## src/rtl/dm_arbiter_if.sv

```systemverilog
// Requester-side command/response bundle for dm_arbiter.
// master: the requester (drives the command, receives ready and the response).
// slave:  the arbiter (accepts the command, returns ready and the response).
interface dm_arbiter_if #(
  parameter int unsigned ADDRESS_LINE = 8,
  parameter int unsigned DATA_W       = 8
);
  logic                    valid;
  logic                    ready;
  logic                    we;
  logic [ADDRESS_LINE-1:0] addr;
  logic [DATA_W-1:0]       wdata;
  logic                    rsp_valid;
  logic [DATA_W-1:0]       rsp_rdata;

  modport master (
    output valid, we, addr, wdata,
    input  ready, rsp_valid, rsp_rdata
  );

  modport slave (
    input  valid, we, addr, wdata,
    output ready, rsp_valid, rsp_rdata
  );
endinterface

```

## src/rtl/dm_arbiter.sv

```systemverilog
// Two-requester arbiter/sequencer for the single-port 8-bit data memory.
// Each accepted command takes one ACCESS cycle on the memory pins followed by a
// one-cycle response to the requester that won, so at most one transaction per 3 cycles.
// Ties go round-robin by default; define DM_ARB_FIXED_PRIO_EN to make r0 always win a tie.
module dm_arbiter #(
  parameter int unsigned ADDRESS_LINE = 8,
  parameter int unsigned DATA_W       = 8
) (
  input  logic                    clk,
  input  logic                    reset,
  dm_arbiter_if.slave             r0,
  dm_arbiter_if.slave             r1,
  output logic [ADDRESS_LINE-1:0] mem_address,
  output logic [DATA_W-1:0]       mem_write_data,
  output logic                    mem_write,
  output logic                    mem_read,
  input  logic [DATA_W-1:0]       mem_read_data,
  output logic                    busy,
  output logic                    grant_id
);

  typedef enum logic [1:0] {StIdle, StAccess, StResp} state_e;

  state_e                  state_q;
  logic                    grant_q;
  logic                    we_q;
  logic [ADDRESS_LINE-1:0] addr_q;
  logic [DATA_W-1:0]       wdata_q;
  logic [DATA_W-1:0]       rdata_q;
  logic                    mem_write_q;
  logic                    mem_read_q;
  logic                    busy_q;
  logic                    rsp0_q;
  logic                    rsp1_q;
`ifndef DM_ARB_FIXED_PRIO_EN
  logic                    last_grant_q;
`endif

  logic                    win;
  logic                    accept;
  logic                    sel_we;
  logic [ADDRESS_LINE-1:0] sel_addr;
  logic [DATA_W-1:0]       sel_wdata;

  // Winner selection and same-cycle ready; ready is held low while reset is asserted.
  always_comb begin
    win = 1'b0;
`ifdef DM_ARB_FIXED_PRIO_EN
    win = ~r0.valid;
`else
    if (r0.valid && r1.valid) begin
      win = ~last_grant_q;
    end else begin
      win = ~r0.valid;
    end
`endif
    accept    = (state_q == StIdle) && reset && (r0.valid || r1.valid);
    r0.ready  = accept & r0.valid & ~win;
    r1.ready  = accept & r1.valid & win;
    sel_we    = win ? r1.we    : r0.we;
    sel_addr  = win ? r1.addr  : r0.addr;
    sel_wdata = win ? r1.wdata : r0.wdata;
  end

  // Sequencer FSM with registered memory strobes and response flags.
  always_ff @(posedge clk or negedge reset) begin
    if (!reset) begin
      state_q     <= StIdle;
      grant_q     <= 1'b0;
      we_q        <= 1'b0;
      addr_q      <= '0;
      wdata_q     <= '0;
      rdata_q     <= '0;
      mem_write_q <= 1'b0;
      mem_read_q  <= 1'b0;
      busy_q      <= 1'b0;
      rsp0_q      <= 1'b0;
      rsp1_q      <= 1'b0;
`ifndef DM_ARB_FIXED_PRIO_EN
      last_grant_q <= 1'b1;
`endif
    end else begin
      unique case (state_q)
        StIdle: begin
          if (accept) begin
            state_q     <= StAccess;
            busy_q      <= 1'b1;
            grant_q     <= win;
            we_q        <= sel_we;
            addr_q      <= sel_addr;
            wdata_q     <= sel_wdata;
            mem_write_q <= sel_we;
            mem_read_q  <= ~sel_we;
`ifndef DM_ARB_FIXED_PRIO_EN
            last_grant_q <= win;
`endif
          end
        end
        StAccess: begin
          state_q     <= StResp;
          mem_write_q <= 1'b0;
          mem_read_q  <= 1'b0;
          // Writes report zero data, so clear the capture register for them.
          rdata_q     <= we_q ? '0 : mem_read_data;
          rsp0_q      <= ~grant_q;
          rsp1_q      <= grant_q;
        end
        StResp: begin
          state_q <= StIdle;
          busy_q  <= 1'b0;
          rsp0_q  <= 1'b0;
          rsp1_q  <= 1'b0;
        end
        default: begin
          state_q <= StIdle;
        end
      endcase
    end
  end

  // The latched address/data only change on a handshake, so they hold outside ACCESS.
  assign mem_address    = addr_q;
  assign mem_write_data = wdata_q;
  assign mem_write      = mem_write_q;
  assign mem_read       = mem_read_q;
  assign busy           = busy_q;
  assign grant_id       = grant_q;

  assign r0.rsp_valid = rsp0_q;
  assign r1.rsp_valid = rsp1_q;
  assign r0.rsp_rdata = rsp0_q ? rdata_q : '0;
  assign r1.rsp_rdata = rsp1_q ? rdata_q : '0;

endmodule

```

## src/flat_wrapper.sv

```systemverilog
// flat-port wrapper written by rule: the top's interface ports become plain ports
module dm_arbiter_flat 
#(
  parameter int unsigned ADDRESS_LINE = 8,
  parameter int unsigned DATA_W       = 8
)
  (clk, reset, mem_address, mem_write_data, mem_write, mem_read, mem_read_data, busy, grant_id, r0_valid, r0_we, r0_addr, r0_wdata, r0_ready, r0_rsp_valid, r0_rsp_rdata, r1_valid, r1_we, r1_addr, r1_wdata, r1_ready, r1_rsp_valid, r1_rsp_rdata);
  dm_arbiter_if #(.ADDRESS_LINE(ADDRESS_LINE), .DATA_W(DATA_W)) r0_i ();
  dm_arbiter_if #(.ADDRESS_LINE(ADDRESS_LINE), .DATA_W(DATA_W)) r1_i ();
  input  logic clk;
  input  logic reset;
  output logic [ADDRESS_LINE-1:0] mem_address;
  output logic [DATA_W-1:0] mem_write_data;
  output logic mem_write;
  output logic mem_read;
  input  logic [DATA_W-1:0] mem_read_data;
  output logic busy;
  output logic grant_id;
  input wire logic [$bits(r0_i.valid)-1:0] r0_valid;
  input wire logic [$bits(r0_i.we)-1:0] r0_we;
  input wire logic [$bits(r0_i.addr)-1:0] r0_addr;
  input wire logic [$bits(r0_i.wdata)-1:0] r0_wdata;
  output wire logic [$bits(r0_i.ready)-1:0] r0_ready;
  output wire logic [$bits(r0_i.rsp_valid)-1:0] r0_rsp_valid;
  output wire logic [$bits(r0_i.rsp_rdata)-1:0] r0_rsp_rdata;
  input wire logic [$bits(r1_i.valid)-1:0] r1_valid;
  input wire logic [$bits(r1_i.we)-1:0] r1_we;
  input wire logic [$bits(r1_i.addr)-1:0] r1_addr;
  input wire logic [$bits(r1_i.wdata)-1:0] r1_wdata;
  output wire logic [$bits(r1_i.ready)-1:0] r1_ready;
  output wire logic [$bits(r1_i.rsp_valid)-1:0] r1_rsp_valid;
  output wire logic [$bits(r1_i.rsp_rdata)-1:0] r1_rsp_rdata;
  assign r0_i.valid = r0_valid;
  assign r0_i.we = r0_we;
  assign r0_i.addr = r0_addr;
  assign r0_i.wdata = r0_wdata;
  assign r0_ready = r0_i.ready;
  assign r0_rsp_valid = r0_i.rsp_valid;
  assign r0_rsp_rdata = r0_i.rsp_rdata;
  assign r1_i.valid = r1_valid;
  assign r1_i.we = r1_we;
  assign r1_i.addr = r1_addr;
  assign r1_i.wdata = r1_wdata;
  assign r1_ready = r1_i.ready;
  assign r1_rsp_valid = r1_i.rsp_valid;
  assign r1_rsp_rdata = r1_i.rsp_rdata;
  dm_arbiter #(.ADDRESS_LINE(ADDRESS_LINE), .DATA_W(DATA_W)) u_core (.clk(clk), .reset(reset), .r0(r0_i), .r1(r1_i), .mem_address(mem_address), .mem_write_data(mem_write_data), .mem_write(mem_write), .mem_read(mem_read), .mem_read_data(mem_read_data), .busy(busy), .grant_id(grant_id));
endmodule
```

## config.mk

```make
export PLATFORM = sky130hd
export DESIGN_NAME = dm_arbiter_flat
export DESIGN_NICKNAME = d
export VERILOG_FILES = /design/src/rtl/dm_arbiter_if.sv /design/src/rtl/dm_arbiter.sv /design/src/flat_wrapper.sv
export SDC_FILE = /design/constraint.sdc
export NUM_CORES = 1
export LEC_CHECK = 0
export CORE_MARGIN = 8
export CORE_UTILIZATION = 36
export CTS_CLUSTER_SIZE = 16
export DETAILED_ROUTE_END_ITERATION = 10
export PLACE_DENSITY = 0.75
export SYNTH_ARGS = -nofsm -noshare
export SYNTH_HDL_FRONTEND = slang
export SYNTH_SLANG_ARGS = --single-unit
```

## constraint.sdc

```tcl
create_clock -name clk -period 1.5 [get_ports clk]
set_input_delay 0.375 -clock clk [delete_from_list [all_inputs] [get_ports clk]]
set_output_delay 0.375 -clock clk [all_outputs]
set_load 0.01 [all_outputs]
```

; ---- Yosys cells after proc, flatten, opt, wreduce, memory -nomap -nowiden
; Cells that the tools add are included.
[totals]
reg_bits = 34
inputBits = 46
output_inout_bits = 40
wordCells = 52
[classes]
n_eq_ne = 3
n_mux = 17
bitwise_logic = 9
n_reduce_logical = 11
[ops]
columns = op, n
row1 = 8-bit two-way mux, 5
row2 = 1-bit case mux with 2 select lines, 5
row3 = 2-bit AND reduction, 3
row4 = 2-bit nonzero test, 3
row5 = 1-bit two-way mux, 5
row6 = 1-bit inverter, 5
row7 = 1-bit AND, 4
row8 = 2-bit case mux with 2 select lines, 1
row9 = 1-bit logical AND, 3
row10 = 2-bit by 1-bit == test with 1-bit output (second input constant), 1
row11 = 2-bit == test (second input constant), 1
row12 = 2-bit logical NOT, 1
row13 = 2-bit two-way mux, 1
row14 = 2-bit by 1-bit inequality test with 1-bit output (second input constant), 1
row15 = 1-bit logical OR, 1

; ---- Longest topological paths before layout
[depth]
word_depth = 6
mapped_depth = 6
ltp_nobuf = 6

; ---- Worst setup path after synthesis
; Ideal clock, no wire load.
[synth_timing]
path_kind = flip-flop to output port
from = reg u_core.state_q[0]
to = out r1_ready
arrival_time_ns = 1.259
required_time_ns = 1.125
path_slack_ns = -0.134
stages_incl_launch_ff = 6
n_path_buf = 1
cell_sequence = dfrtp_1 -> inv_1 -> ha_1 -> o211ai_2 -> buf_2 -> nor2b_1
[synth_via]
elab_chain_cells = 5
[synth_rtl]
columns = element, line
row1 = from (decl), dm_arbiter.sv:24  ; state_e state_q;
row2 = from (signal assigned), dm_arbiter.sv:68  ; state_q <= StIdle;
row3 = from (signal assigned), dm_arbiter.sv:86  ; state_q <= StAccess;
row4 = from (signal assigned), dm_arbiter.sv:100  ; state_q <= StResp;
row5 = 2-bit logical NOT, dm_arbiter.sv:57  ; accept = (state_q == StIdle) && reset && (r0.valid || r1.valid);
row6 = 1-bit logical AND (2 in a row), dm_arbiter.sv:57
row7 = 1-bit AND (2 in a row), dm_arbiter.sv:59  ; r1.ready = accept & r1.valid & win;
row8 = to (decl), flat_wrapper.sv:30  ; output wire logic [$bits(r1_i.ready)-1:0] r1_ready;
; Every way passes these cells.

; ---- Final worst setup path
; Ends and elaborated chain as after synthesis.

==> impl_results.md <==
* Critical path peak fanout at 4
* First-pass GRT wire length at 8224 um
* Final setup fails at 5
* Area of the multi-input gates at 757.0 sq um
* Die area at 0.007054 sq mm
* Syn Nets at 216
* CP Capture Type: output pin
* Area growth from synthesis to layout at 67.37%
* Arrival @ worst endpoint at 1.27 ns
* CP Launch Type: flop
* Seq cells post-synth at 34
* Failing checks: setup timing
* DP HPWL at 3724 um
* Final Hold Fails at 0
* Post-DRT Antenna Nets at 0
* Setup Skew at 0.008472 ns
* Placed cells at 312
* Placer Congestion at 0.7439
* Cell area after layout at 0.002785 sq mm
* CTS buffer count at 5
* Worst path cell trace: inv_2 -> ha_4 -> o211ai_4 -> nor2b_2 -> buf_6
* # clock sinks at 34
* Max IR drop VDD at 808.8 uV
* Top-count cell post-synth: dfrtp_1
* First drt pass iteration count at 4
* Antenna Cells at 0
* Initial drt markers at 30
* Largest net degree at the start of global routing at 42
* IO Pins at 86
* IO Port Bufs at 85
* FMAX at 607.9 MHz
* H-tree Lvls at 2
* Die height at 83.99 um
* Ys async rst share at 1.000
* Core area at 0.004414 sq mm
* Sequential Area at 853.3 sq um
* Synthesized area at 0.001664 sq mm
* Antenna violations before repair at 0
* Final min period at 1.645 ns
* Hold-fix buffers at CTS at 0
* Origin of the worst setup path: u_core.state_q[0]
* Die width at 83.99 um
* Register area share after synthesis at 0.5120
* Top cells by count, synth: dfrtp_1, nand2_1, o21ai_0
* Hold Crit Class: input port to async pin
* Crit path max-delay family: flip-flops
* Vias in the first global route at 1711
* Main synth FF type: dfrtp_1
* Worst-Margin Slew at 0.3647 ns
* Reg2reg start: u_core.state_q[0]
* CTS tree: done
* Largest cells by area after synthesis: dfrtp_1, mux2i_1, o21ai_0, nand2_1, nand3b_1
* RSZ-0062 raised after global routing: yes
* Max incr delay on CP at 0.40 ns
* Synth warn at 0
* Cell Pwr Density at 1724 mW/mm^2
* Slew HR at 0.7568
* Synth top area share at 0.4962
* Final Cycle Share at 1.097
* Layout Nets at 328
* Number of synthesized flops with an enable pin at 0
* Cell taking the most area after synthesis: dfrtp_1
* Required @ worst endpoint at 1.12 ns
* Worst-Skew Late Latency at 0.28 ns
* GRT Util Overall at 0.1434
* Status: finished with violations
* Vias per cell at 4.644
* Num rows at 24
* Routed wire per std cell at 14.62 um
* Total number of vias at 1537
* Final cell count without fillers at 331
* Initial Util at 0.3770
* Netlist cell types at 28
* Total Wirelength at 4840 um
* Leakage at 1.415 nW
* Dpl cell area at 0.002671 sq mm
* Max-Cap Viols at 0
* Slew Limit Fails at 0
* Ratio of cells with drive above 1 in the final layout at 0.2545
* Worst Setup Slack, final at -0.1450 ns
* Grt ovf at 0
* Reg clk slew, reported paths at 0.07 ns
* Clock root buffer: clkbuf_8
* Setup Total Neg Slack at -0.3985 ns
* Pre-CTS setup slack at -0.7223 ns
* Critical path buffers and inverters at 2
* Drt drc at 0
* Syn avg cell area at 10.02 sq um
* Post-synthesis cell count at 166
* Slowest cell on crit path: dfrtp_1
* Maximum clock path buffer count at 2
* Fill count at 380
* Worst setup path class: flop to output pin
[power breakdown]
group | switching (mW) | internal (mW) | leakage, nW
Sequential | 0.242 | 1.35 | 0.422
Combinational | 1.22 | 1.30 | 0.945
Clock | 0.312 | 0.370 | 0.0482
Total | 1.78 | 3.02 | 1.42
[sequential cells by signal, indices dropped and copies added (netlist names)]
name / flops
u_core.mem_address: 8
u_core.mem_read: 1
u_core.rdata_q: 8
u_core.r0.rsp_valid: 1
u_core.state_q: 2
u_core.last_grant_q: 1
u_core.grant_id: 1
u_core.mem_write_data: 8
u_core.r1.rsp_valid: 1
u_core.mem_write: 1
u_core.we_q: 1
u_core.busy: 1
[through the flow]
step	util	total power [mW]	hold slack, ns
4_1_cts	0.6205	4.748	0.1321
6_report	0.6310	4.803	0.1413
3_3_place_gp	0.6052	4.125	0.4168
3_5_place_dp	0.6052	4.185	0.4304
2_1_floorplan	-	2.795	0.07941
5_1_grt	0.6310	5.228	0.1543
[routing by layer]
metal	part of all wire	global-route usage
met5	0	0
met4	0.011	0.04396
met3	0.091	0.07031
met2	0.50	0.2421
met1	0.40	0.1529
[layout by cell type (no fill, tap or decap), drive strengths merged, types with 2 or more instances in the layout]
cell type,Yosys,final
nand3b,8,8
nor2,11,11
nor2b,2,2
dfrtp,33,33
mux2i,17,17
inv,13,13
o211ai,2,2
buf,3,47
nand2,21,21
clkdlybuf4s50,0,42
a21oi,2,2
o21ai,28,28
and2,9,9
clkbuf,5,7
ha,4,4
dlygate4sd2,0,23
[path summary, 6_finish.rpt]
path | slack (ns) | cells past startpoint | end
min reg2reg | 0.48 | 2 | u_core.mem_write_data[3]
min in group clk | 0.48 | 2 | u_core.mem_write_data[3]
max | -0.14 | 5 | r1_ready
max reg2reg | -0.09 | 7 | u_core.state_q[0]
max in group asynchronous | 1.11 | 2 | u_core.last_grant_q
min | 0.14 | 2 | u_core.mem_write
[final cells by class]
class | instances | area share
repair buffers | 113 | 0.3464
flip-flops and latches | 34 | 0.3064
multi-input cells | 111 | 0.2718
clock buffers | 7 | 0.03100
well taps | 52 | 0.02336
inverters | 13 | 0.01932
clock inverters | 1 | 0.001797
[cells by family after synthesis]
kind of cell             share of synthesized area
AO/OA/AOI/OAI                               0.1368
adder cells (fa/ha/maj)                    0.03008
buffers and inverters                      0.06240
flip-flops                                  0.5120
multiplexers                                0.1090
AND/OR/NAND/NOR                             0.1496
[what timing repair did]
action                                  CTS  global route
endpoints found under the setup margin   63            17
resized for setup                       110             8
buffers inserted                          8             3
pin swaps                                 3             1
(Power assumes the default switching activity.)
